### config.mk
export PLATFORM = sky130hd
export DESIGN_NAME = bram_access_ctrl
export DESIGN_NICKNAME = d
export VERILOG_FILES = /design/src/rtl/bram_access_ctrl.sv
export SDC_FILE = /design/constraint.sdc
export NUM_CORES = 1
export LEC_CHECK = 0
export CELL_PAD_IN_SITES_DETAIL_PLACEMENT = 1
export CELL_PAD_IN_SITES_GLOBAL_PLACEMENT = 1
export CORE_ASPECT_RATIO = 2
export CORE_MARGIN = 3
export CORE_UTILIZATION = 35
export DETAILED_ROUTE_END_ITERATION = 10
export GPL_TIMING_DRIVEN = 0
export PLACE_DENSITY_LB_ADDON = 0.1
export SYNTH_ARGS = -nofsm -noshare
export SYNTH_HDL_FRONTEND = slang
export SYNTH_SLANG_ARGS = --single-unit
### constraint.sdc
create_clock -name clk -period 2 [get_ports clk]
set_clock_uncertainty 0.1 [all_clocks]
set_input_delay 0.5 -clock clk [delete_from_list [all_inputs] [get_ports clk]]
set_output_delay 0.5 -clock clk [all_outputs]
set_load 0.01 [all_outputs]
### src/rtl/bram_access_ctrl.sv
// Burst controller between a command/response stream and a single-port BRAM with op_done handshake.
// Optional macro BRAM_CTRL_TIMEOUT_EN adds an op_done watchdog that sets a sticky err flag.
module bram_access_ctrl #(
  parameter int ADDR_W      = 8,
  parameter int DATA_W      = 8,
  parameter int LEN_W       = 4,
  parameter int TIMEOUT_CYC = 16
) (
  input  logic              clk,
  input  logic              rst,
  input  logic              cmd_valid,
  output logic              cmd_ready,
  input  logic              cmd_write,
  input  logic [ADDR_W-1:0] cmd_addr,
  input  logic [DATA_W-1:0] cmd_wdata,
  input  logic [LEN_W-1:0]  cmd_len,
  output logic              rsp_valid,
  input  logic              rsp_ready,
  output logic [DATA_W-1:0] rsp_data,
  output logic              rsp_last,
  output logic              wr_done,
  output logic              busy,
  output logic              err,
  output logic [ADDR_W-1:0] mem_addr,
  output logic [DATA_W-1:0] mem_wdata,
  output logic              mem_wr_en,
  output logic              mem_rd_en,
  input  logic [DATA_W-1:0] mem_rdata,
  input  logic              mem_op_done
);

  typedef enum logic [1:0] {IDLE, ISSUE, WAIT, RESP} state_t;

  state_t            state_q, state_d;
  logic [ADDR_W-1:0] addr_q, addr_d;
  logic [DATA_W-1:0] wdata_q, wdata_d;
  logic [LEN_W-1:0]  len_q, len_d;
  logic [LEN_W-1:0]  beat_q, beat_d;
  logic              write_q, write_d;
  logic              rsp_valid_q, rsp_valid_d;
  logic [DATA_W-1:0] rsp_data_q, rsp_data_d;
  logic              rsp_last_q, rsp_last_d;
  logic              wr_done_q, wr_done_d;
  logic              timeout_hit;
  logic              last_beat;

  assign last_beat = (beat_q == len_q);

`ifdef BRAM_CTRL_TIMEOUT_EN
  localparam int CNT_W = (TIMEOUT_CYC > 1) ? $clog2(TIMEOUT_CYC) : 1;
  localparam logic [CNT_W-1:0] CNT_LAST = CNT_W'(TIMEOUT_CYC - 1);

  logic [CNT_W-1:0] cnt_q, cnt_d;
  logic             err_q;

  // Counter restarts every time WAIT is entered, so it measures one access only.
  always_comb begin
    cnt_d = '0;
    if (state_q == WAIT) begin
      cnt_d = cnt_q + 1'b1;
    end
  end

  assign timeout_hit = (state_q == WAIT) && !mem_op_done && (cnt_q == CNT_LAST);

  always_ff @(posedge clk) begin
    if (rst) begin
      cnt_q <= '0;
      err_q <= 1'b0;
    end else begin
      cnt_q <= cnt_d;
      if (timeout_hit) begin
        err_q <= 1'b1;
      end
    end
  end

  assign err = err_q;
`else
  logic unused_cfg;
  assign unused_cfg  = (TIMEOUT_CYC > 0);
  assign timeout_hit = 1'b0;
  assign err         = 1'b0;
`endif

  always_comb begin
    state_d     = state_q;
    addr_d      = addr_q;
    wdata_d     = wdata_q;
    len_d       = len_q;
    beat_d      = beat_q;
    write_d     = write_q;
    rsp_valid_d = rsp_valid_q;
    rsp_data_d  = rsp_data_q;
    rsp_last_d  = rsp_last_q;
    wr_done_d   = 1'b0;
    case (state_q)
      IDLE: begin
        if (cmd_valid) begin
          addr_d  = cmd_addr;
          wdata_d = cmd_wdata;
          len_d   = cmd_len;
          write_d = cmd_write;
          beat_d  = '0;
          state_d = ISSUE;
        end
      end
      ISSUE: begin
        state_d = WAIT;
      end
      WAIT: begin
        if (mem_op_done) begin
          if (write_q) begin
            if (last_beat) begin
              wr_done_d = 1'b1;
              state_d   = IDLE;
            end else begin
              addr_d  = addr_q + 1'b1;
              wdata_d = wdata_q + 1'b1;
              beat_d  = beat_q + 1'b1;
              state_d = ISSUE;
            end
          end else begin
            rsp_valid_d = 1'b1;
            rsp_data_d  = mem_rdata;
            rsp_last_d  = last_beat;
            state_d     = RESP;
          end
        end else if (timeout_hit) begin
          state_d = IDLE;
        end
      end
      RESP: begin
        // Response is frozen until accepted; the next beat is only issued afterwards.
        if (rsp_ready) begin
          rsp_valid_d = 1'b0;
          rsp_last_d  = 1'b0;
          if (last_beat) begin
            state_d = IDLE;
          end else begin
            addr_d  = addr_q + 1'b1;
            beat_d  = beat_q + 1'b1;
            state_d = ISSUE;
          end
        end
      end
      default: state_d = IDLE;
    endcase
  end

  always_ff @(posedge clk) begin
    if (rst) begin
      state_q     <= IDLE;
      addr_q      <= '0;
      wdata_q     <= '0;
      len_q       <= '0;
      beat_q      <= '0;
      write_q     <= 1'b0;
      rsp_valid_q <= 1'b0;
      rsp_data_q  <= '0;
      rsp_last_q  <= 1'b0;
      wr_done_q   <= 1'b0;
    end else begin
      state_q     <= state_d;
      addr_q      <= addr_d;
      wdata_q     <= wdata_d;
      len_q       <= len_d;
      beat_q      <= beat_d;
      write_q     <= write_d;
      rsp_valid_q <= rsp_valid_d;
      rsp_data_q  <= rsp_data_d;
      rsp_last_q  <= rsp_last_d;
      wr_done_q   <= wr_done_d;
    end
  end

  assign cmd_ready = (state_q == IDLE);
  assign busy      = (state_q != IDLE);
  assign rsp_valid = rsp_valid_q;
  assign rsp_data  = rsp_data_q;
  assign rsp_last  = rsp_last_q;
  assign wr_done   = wr_done_q;
  assign mem_addr  = addr_q;
  assign mem_wdata = wdata_q;
  assign mem_rd_en = (state_q == ISSUE) && !write_q;
  assign mem_wr_en = (state_q == ISSUE) && write_q;

endmodule

==> After elaboration in Yosys (flattened, before gate mapping) <==
Cells that the tools add are included.
{ "op_classes": {"n_addsub": 3, "eq_ne": 10, "muxes": 31, "bitwise_logic": 3, "reduce_logical": 15} }
{ "op_table": {"columns": ["op", "n"], "rows": [
  ["2-to-1 mux 8 bit", 9],
  ["one-hot mux 8 bit (3 select lines)", 1],
  ["2-to-1 mux 4 bit", 5],
  ["adder 8 x 1 -> 8 bit, second input constant", 2],
  ["one-hot mux 8 bit (2 select lines)", 1],
  ["inequality test 2 bit, second input constant", 6],
  ["one-hot mux 4 bit (3 select lines)", 1],
  ["AND reduction 5 bit", 2],
  ["2-to-1 mux 2 bit", 4],
  ["one-hot mux 2 bit (4 select lines)", 1],
  ["2-to-1 mux 1 bit", 7],
  ["AND reduction 3 bit", 2],
  ["nonzero test 2 bit", 3],
  ["adder 4 x 1 -> 4 bit, second input constant", 1],
  ["equality test 2 bit, second input constant", 2],
  ["equality test 4 bit", 1],
  ["one-hot mux 1 bit (2 select lines)", 2],
  ["AND reduction 4 bit", 1],
  ["OR reduction 4 bit", 1],
  ["NOT 1 bit", 3],
  ["nonzero test 3 bit", 1],
  ["equality test 2 x 1 -> 1 bit, second input constant", 1],
  ["logical AND 1 bit", 2],
  ["logical NOT 2 bit", 1],
  ["2 further kinds", 2]
]} }
{ "word_totals": {"register_bits": 38, "input_bits": 34, "output_inout_bits": 32} }

==> Logic depth before layout (Yosys ltp) <==
Gate-level depths: netlist of the first run.
{ "depth": {"ltp_word": 5, "depth_mapped": 7, "ltp_nobuf": 5} }

==> Least setup slack after synthesis of the first run <==
OpenSTA, ideal clock, no wires.
{ "synth_timing": {"kind": "input to register", "start": "in cmd_valid", "end": "reg addr_q[1], in the netlist mem_addr[1]", "t_arrival_ns": 1.478, "t_required_ns": 1.814, "slack_ns": 0.337, "stages": 6, "n_path_buf": 2, "path_cell_list": "nor2b_1 > buf_2 > o31ai_4 > buf_4 > a211oi_1 > a211oi_1"} }
{ "synth_via": {"elab_chain_cells": 2} }
{ "synth_rtl": {"columns": ["item", "line_no", "text"], "rows": [
  ["start, declared", "11", "input logic cmd_valid,"],
  ["inequality test 2 bit (no line)", null, null],
  ["AND reduction 5 bit (no line)", null, null],
  ["end signal, assigned", "165", "addr_q <= addr_d;"],
  ["end, declared", "35", "logic [ADDR_W-1:0] addr_q, addr_d;"]
]} }
No other way between the ends.
A chain may end at the register's enable or synchronous reset.

==> Worst setup path in the final report of the first run <==
{ "layout_timing": {"start": "reg wdata_q[2], in the netlist mem_wdata[2]", "end": "out mem_wdata[2]"} }
{ "layout_rtl": {"columns": ["item", "line_no", "text"], "rows": [
  ["start, declared", "36", "logic [DATA_W-1:0] wdata_q, wdata_d;"],
  ["start signal, assigned", "166", "wdata_q <= wdata_d;"],
  ["end, declared", "25", "output logic [DATA_W-1:0] mem_wdata,"]
]} }
No word-level cell between the ends.

==> results.json, run 1 <==
{
  "finalCritPeriodShare_pct": 99.6,
  "drc_errors": 0,
  "cp_num_buf_inv": 1,
  "io_pins": 66,
  "final_nets": 384,
  "vias": 2355,
  "setup_violations": 0,
  "die_y_um": 120,
  "antenna_found_initial": 0,
  "worstPathMaxFanout": 7,
  "report.final.slew_viol_count": 0,
  "core_area_um2": 6110,
  "crit_chain": "clkdlybuf4s50_1",
  "layout-drive-gt1-share_pct": 17.5,
  "crit_required_ns": 1.40,
  "clkPwrFrac_pct": 32.3,
  "netlist_instances": 266,
  "cts_sinks": 38,
  "viasPerCell": 5.45,
  "first_pass_iters": 4,
  "end_kind": "primary output",
  "seq_area_frac_synth_pct": 33.7,
  "synth_edf_count": 0,
  "hold_path_class": "flip-flop to flip-flop",
  "worst_ir_drop_vdd_uv": 669,
  "tightest_slew_ns": 0.586,
  "gp_congestion": 0.855,
  "synth_top_area_share_pct": 33.7,
  "insertion_delay_ns": 0.29,
  "overflow": 0,
  "antenna_left": 0,
  "max_freq_mhz": 502,
  "hold_viol": 0,
  "avgSynthCellArea_um2": 8.49,
  "power_mw": 2.53,
  "dp_hpwl_um": 6210,
  "io_buffer_count": 64,
  "final_cell_mix": "clkdlybuf4s50_1 (58), nand2_1 (48), dfxtp_1 (38)",
  "ctsLongestPathBuffers": 2,
  "placed_area_um2": 3000,
  "n_antenna_cell": 0,
  "relSlewSlack_pct": 60.9,
  "rsz0062_at_grt": "no",
  "p_sw_share_pct": 32.5,
  "cts_tree": "done",
  "track_usage_pct": 22.4,
  "clkTransAtPathRegs_ns": 0.06,
  "yosys-top-cells-area": "dfxtp_1 (34%), nand2_1 (8.0%), a21oi_1 (5.3%)",
  "synth_seq_cells": 38,
  "start_util_pct": 37.0,
  "synthArstFlopShare_pct": 0,
  "yosys_warnings": 0,
  "layout_commonest_cell": "clkdlybuf4s50_1",
  "critPathTopFamily": "buffers and inverters",
  "slowest_stage": "clkdlybuf4s50_1",
  "maxCapViolCount": 0,
  "grt_pass1_wl_um": 12900,
  "path_class": "flip-flop to primary output",
  "hold_depth": 2,
  "seqPwrFrac_pct": 35.5,
  "yosys.cell_types.count": 69,
  "cts_buffers": 5,
  "status": "finished clean",
  "design_area_um2": 3330,
  "power_leakage_nw": 1.22,
  "hold_buffers": 0,
  "internal-power_mw": 1.71,
  "seq_area_um2": 761,
  "cts_max_level": 2,
  "grt_pass1_vias": 2482,
  "wl_per_cell_um": 19.1,
  "die_w_um": 62.8,
  "synthToLayoutAreaGrowth_pct": 47.4,
  "routed_wl_um": 8260,
  "slowest_delay_ns": 0.60,
  "drt-initial-drc-count": 75,
  "synth_area_um2": 2260,
  "mappedNetlistNets": 303,
  "worst-path-stages": 1,
  "cts_root_buf": "clkbuf_16",
  "period_minus_slack_ns": 1.99,
  "p_sw_uw": 822,
  "power.density_nw_per_um2": 761,
  "grt_max_degree": 12,
  "critPathArrivalTime_ns": 1.39,
  "synth_area_leader_cell": "dfxtp_1",
  "row_count": 40,
  "p_comb_share_pct": 32.2,
  "die_area_um2": 7510,
  "r2r_cells": 6,
  "start_kind": "flip-flop",
  "fillers": 738,
  "synth_ff_type": "dfxtp_1",
  "multi_input_area_um2": 1410
}
## sequential cells by signal (all words and copies together), names as in the netlist
| name | count |
|---|---|
| mem_addr | 8 |
| mem_wdata | 8 |
| rsp_data | 8 |
| beat_q | 4 |
| len_q | 4 |
| state_q | 2 |
| rsp_last | 1 |
| rsp_valid | 1 |
| wr_done | 1 |
| write_q | 1 |
## layer usage
metal | wire length, µm | up-vias | global-route usage (%)
met5 | 0 | - | 0
met4 | 189 | 0 | 10.2
met3 | 216 | 13 | 3.28
met2 | 4930 | 48 | 45.3
met1 | 2920 | 1150 | 21.3
li1 | - | 1144 | -
## kinds of logic after synthesis
group                      after synthesis  synth area share [%]
and+or+nand+nor                         99                  22.3
AOI/OAI and AO/OA                       85                  29.2
DFF                                     38                  33.7
buffers and inverters                   26                  5.88
xor gates and xnor gates                 8                  4.43
muxes                                    6                  2.72
adders and majority gates                3                  1.66
other                                    1                 0.166
## stage by stage
step | setup TNS [ns] | hold slack (ns) | std cells | util [%] | setup slack (ns)
after global placement | -14.68 | 0.343 | 414 | 49.2 | -0.544
after detailed placement | -14.12 | 0.351 | 414 | 49.2 | -0.481
after CTS | -0.0238 | 0.359 | 424 | 52.6 | -0.0125
after floorplan | 0 | 0.381 | 266 | - | 0.337
after global routing | 0 | 0.376 | 432 | 54.5 | 0.00383
final | 0 | 0.356 | 432 | 54.5 | 0.00809
## cell type report
cell class                 count  share of cell area, %
timing repair buffer          74                   21.4
tap                           84                   3.16
clock buffer                   7                   4.29
inverter                       8                   1.17
sequential                    38                   22.9
buffer                        18                   4.51
multi-input combinational    202                   42.5
clock inverter                 1                  0.150
## repair_timing
| action | 4_1_cts | 5_1_grt |
|---|---|---|
| endpoints found under the hold margin | 0 | 0 |
| setup endpoints to repair | 30 | 34 |
| buffers inserted | 2 | 8 |
| resized for setup | 23 | 15 |
| pin swaps | 1 | 2 |
## synth_stat cells (4+ instances only)
library cell,n
or3_1,4
o21ai_0,6
inv_1,7
xnor2_1,4
clkbuf_1,6
mux2i_1,5
nor3_1,4
a22oi_1,4
a32o_1,5
a211oi_1,5
nor2_1,12
a21oi_1,24
dfxtp_1,38
nand3_1,7
xor2_2,4
nand2_1,48
buf_4,6
buf_2,4
a32oi_1,4
## worst paths after layout
| check | startpoint | endpoint | slack [ns] |
|---|---|---|---|
| max | mem_wdata[2] | mem_wdata[2] | 0.008 |
| min | rsp_data[3] | rsp_data[3] | 0.36 |
| max reg2reg | state_q[0] | rsp_data[2] | 0.12 |
| min reg2reg | rsp_data[3] | rsp_data[3] | 0.36 |
## power by group through the flow
stage,clock network [mW],registers (mW),logic [mW]
detailed placement,0,0.915,0.737
CTS,0.834,0.899,0.769
global route,0.858,0.911,0.883
global placement,0,0.912,0.729
finish,0.817,0.899,0.816
floorplan,0,0.917,0.408
(Power assumes the default switching activity.)
==> run 2: changes to the inputs <==
GPL_ROUTABILITY_DRIVEN = 0   (was not set)
==> results of run 2 <==
Same layout as run 1: the final DEF is identical, and so are final timing and power.
==> run 3: changes to the inputs <==
CORE_UTILIZATION = 36   (was 35)
CTS_BUF_LIST = sky130_fd_sc_hd__clkbuf_8   (was not set)
==> run 3 against run 2 <==
The run now ends with setup timing left. Cell count fell by 1.4%. Fmax fell by 0.98%. Utilization fell by 1.3 points. First-iteration DRC count rose by 5.3%. Register-to-register slack got worse by 0.02 ns. Non-clock buffer count fell by 6. Via count rose by 0.76%. Highest routed layer unchanged. Setup slack got worse by 0.020 ns.
==> results.json, run 3 (synthesis results as in run 1) <==
{
  "gr-usage-met3_pct": 4.39,
  "p_sw_uw": 805,
  "internal-power_mw": 1.48,
  "io_buffer_count": 64,
  "grt_pass1_vias": 2591,
  "worstPathMaxFanout": 6,
  "die_area_um2": 7310,
  "design_area_um2": 3220,
  "track_usage_pct": 24.1,
  "report.final.slew_viol_count": 0,
  "slowest_stage": "clkdlybuf4s50_1",
  "globalRouteMet1Util_pct": 23.2,
  "row_count": 40,
  "hold_path_class": "flip-flop to flip-flop",
  "wl_per_cell_um": 19.5,
  "start_kind": "primary input",
  "final_cell_mix": "clkdlybuf4s50_1 (59), nand2_1 (47), dfxtp_1 (36)",
  "power.density_nw_per_um2": 708,
  "drc_errors": 0,
  "finalCritPeriodShare_pct": 101,
  "slowest_delay_ns": 0.52,
  "path_class": "primary input to flip-flop",
  "placed_area_um2": 3000,
  "io_pins": 66,
  "layout_commonest_cell": "clkdlybuf4s50_1",
  "period_minus_slack_ns": 2.01,
  "fillers": 714,
  "core_area_um2": 6060,
  "critPathArrivalTime_ns": 2.14,
  "antenna_found_initial": 0,
  "end_kind": "flip-flop",
  "ctsLongestPathBuffers": 2,
  "rsz0062_at_grt": "yes",
  "crit_chain": "clkdlybuf4s50_1 -> and3_4 -> o31ai_4 -> buf_2 -> a2bb2oi_1 -> o22ai_1",
  "seqPwrFrac_pct": 39.5,
  "cts_root_buf": "clkbuf_8",
  "dp_hpwl_um": 6120,
  "dp_slack_ns": -0.560,
  "p_sw_share_pct": 35.3,
  "tns_ns": -0.0116,
  "routed_wl_um": 8320,
  "layout-drive-gt1-share_pct": 17.0,
  "violations": "setup timing",
  "clkTransAtPathRegs_ns": 0.07,
  "start_util_pct": 37.3,
  "holdWs_ns": 0.358,
  "cts_sinks": 38,
  "power_mw": 2.28,
  "tightest_slew_ns": 0.646,
  "hold_buffers": 0,
  "clkPwrFrac_pct": 24.8,
  "hold_viol": 0,
  "met2_usage_pct": 45.1,
  "maxCapViolCount": 0,
  "grt_pass1_wl_um": 13100,
  "cts_tree": "done",
  "power_leakage_nw": 1.17,
  "viasPerCell": 5.57,
  "grt_max_degree": 12,
  "vias": 2373,
  "insertion_delay_ns": 0.31,
  "cts_buffers": 5,
  "relSlewSlack_pct": 57.0,
  "die_w_um": 62.0,
  "overflow": 0,
  "crit_required_ns": 2.13,
  "p_comb_share_pct": 35.6,
  "worst_ir_drop_vdd_uv": 403,
  "synthToLayoutAreaGrowth_pct": 42.8,
  "first_pass_iters": 4,
  "die_y_um": 118,
  "antenna_left": 0,
  "max_freq_mhz": 497,
  "setup_violations": 1,
  "drt-initial-drc-count": 79,
  "layout_setup_ws_ns": -0.0116,
  "top_usage_layer": "met2",
  "n_antenna_cell": 0,
  "status": "finished, violations left",
  "cts_max_level": 2,
  "final_nets": 378
}
==> run 3: path summary, 6_finish.rpt <==
check         startpoint     endpoint  slack, ns  cells after the start
max          mem_op_done  mem_addr[2]      -0.01                      6
min          rsp_data[6]  rsp_data[6]       0.36                      2
max reg2reg    beat_q[0]   state_q[0]       0.10                      5
min reg2reg  rsp_data[6]  rsp_data[6]       0.36                      2
==> run 3: layout make-up <==
class / instances / area, µm² / share of cell area (%)
clock inverter: 2 / 8.76 / 0.272
buffer: 18 / 161 / 5.01
multi-input combinational: 202 / 1410 / 43.7
timing repair buffer: 68 / 659 / 20.5
tap: 84 / 105 / 3.26
clock buffer: 6 / 82.6 / 2.56
sequential: 38 / 763 / 23.7
inverter: 8 / 35.0 / 1.09
==> run 3: repair_timing <==
item | CTS | global route
resized for setup | 26 | 16
pin swaps | 1 | 1
cloned | 0 | 1
endpoints found under the setup margin | 28 | 33
hold endpoints to repair | 0 | 0
buffers inserted | 1 | 2
==> run 3: power by group through the flow <==
stage | sequential [mW] | clock, mW | combinational (mW)
after floorplan | 0.917 | 0 | 0.408
after global placement | 0.914 | 0 | 0.725
after detailed placement | 0.917 | 0 | 0.741
after CTS | 0.900 | 0.582 | 0.780
after global routing | 0.913 | 0.601 | 0.877
final | 0.902 | 0.567 | 0.813
==> run 3: routing by layer <==
layer	routed length, µm	up-vias
li1	-	1126
met1	2840	1161
met2	4910	67
met3	318	19
met4	251	0
met5	0	-
==> run 3: per-stage QoR <==
step | std cells | utilization (%)
CTS | 423 | 52.3
finish | 426 | 53.2
floorplan | 266 | -
global placement | 414 | 49.6
global route | 426 | 53.2
detailed placement | 414 | 49.6
==> run 3: worst max-delay path: cells and delay by family <==
| family | cells | cell delay, ns |
|---|---|---|
| simple gates | 1 | 0.28 |
| buf+inv | 2 | 0.80 |
| compound gates | 3 | 0.55 |
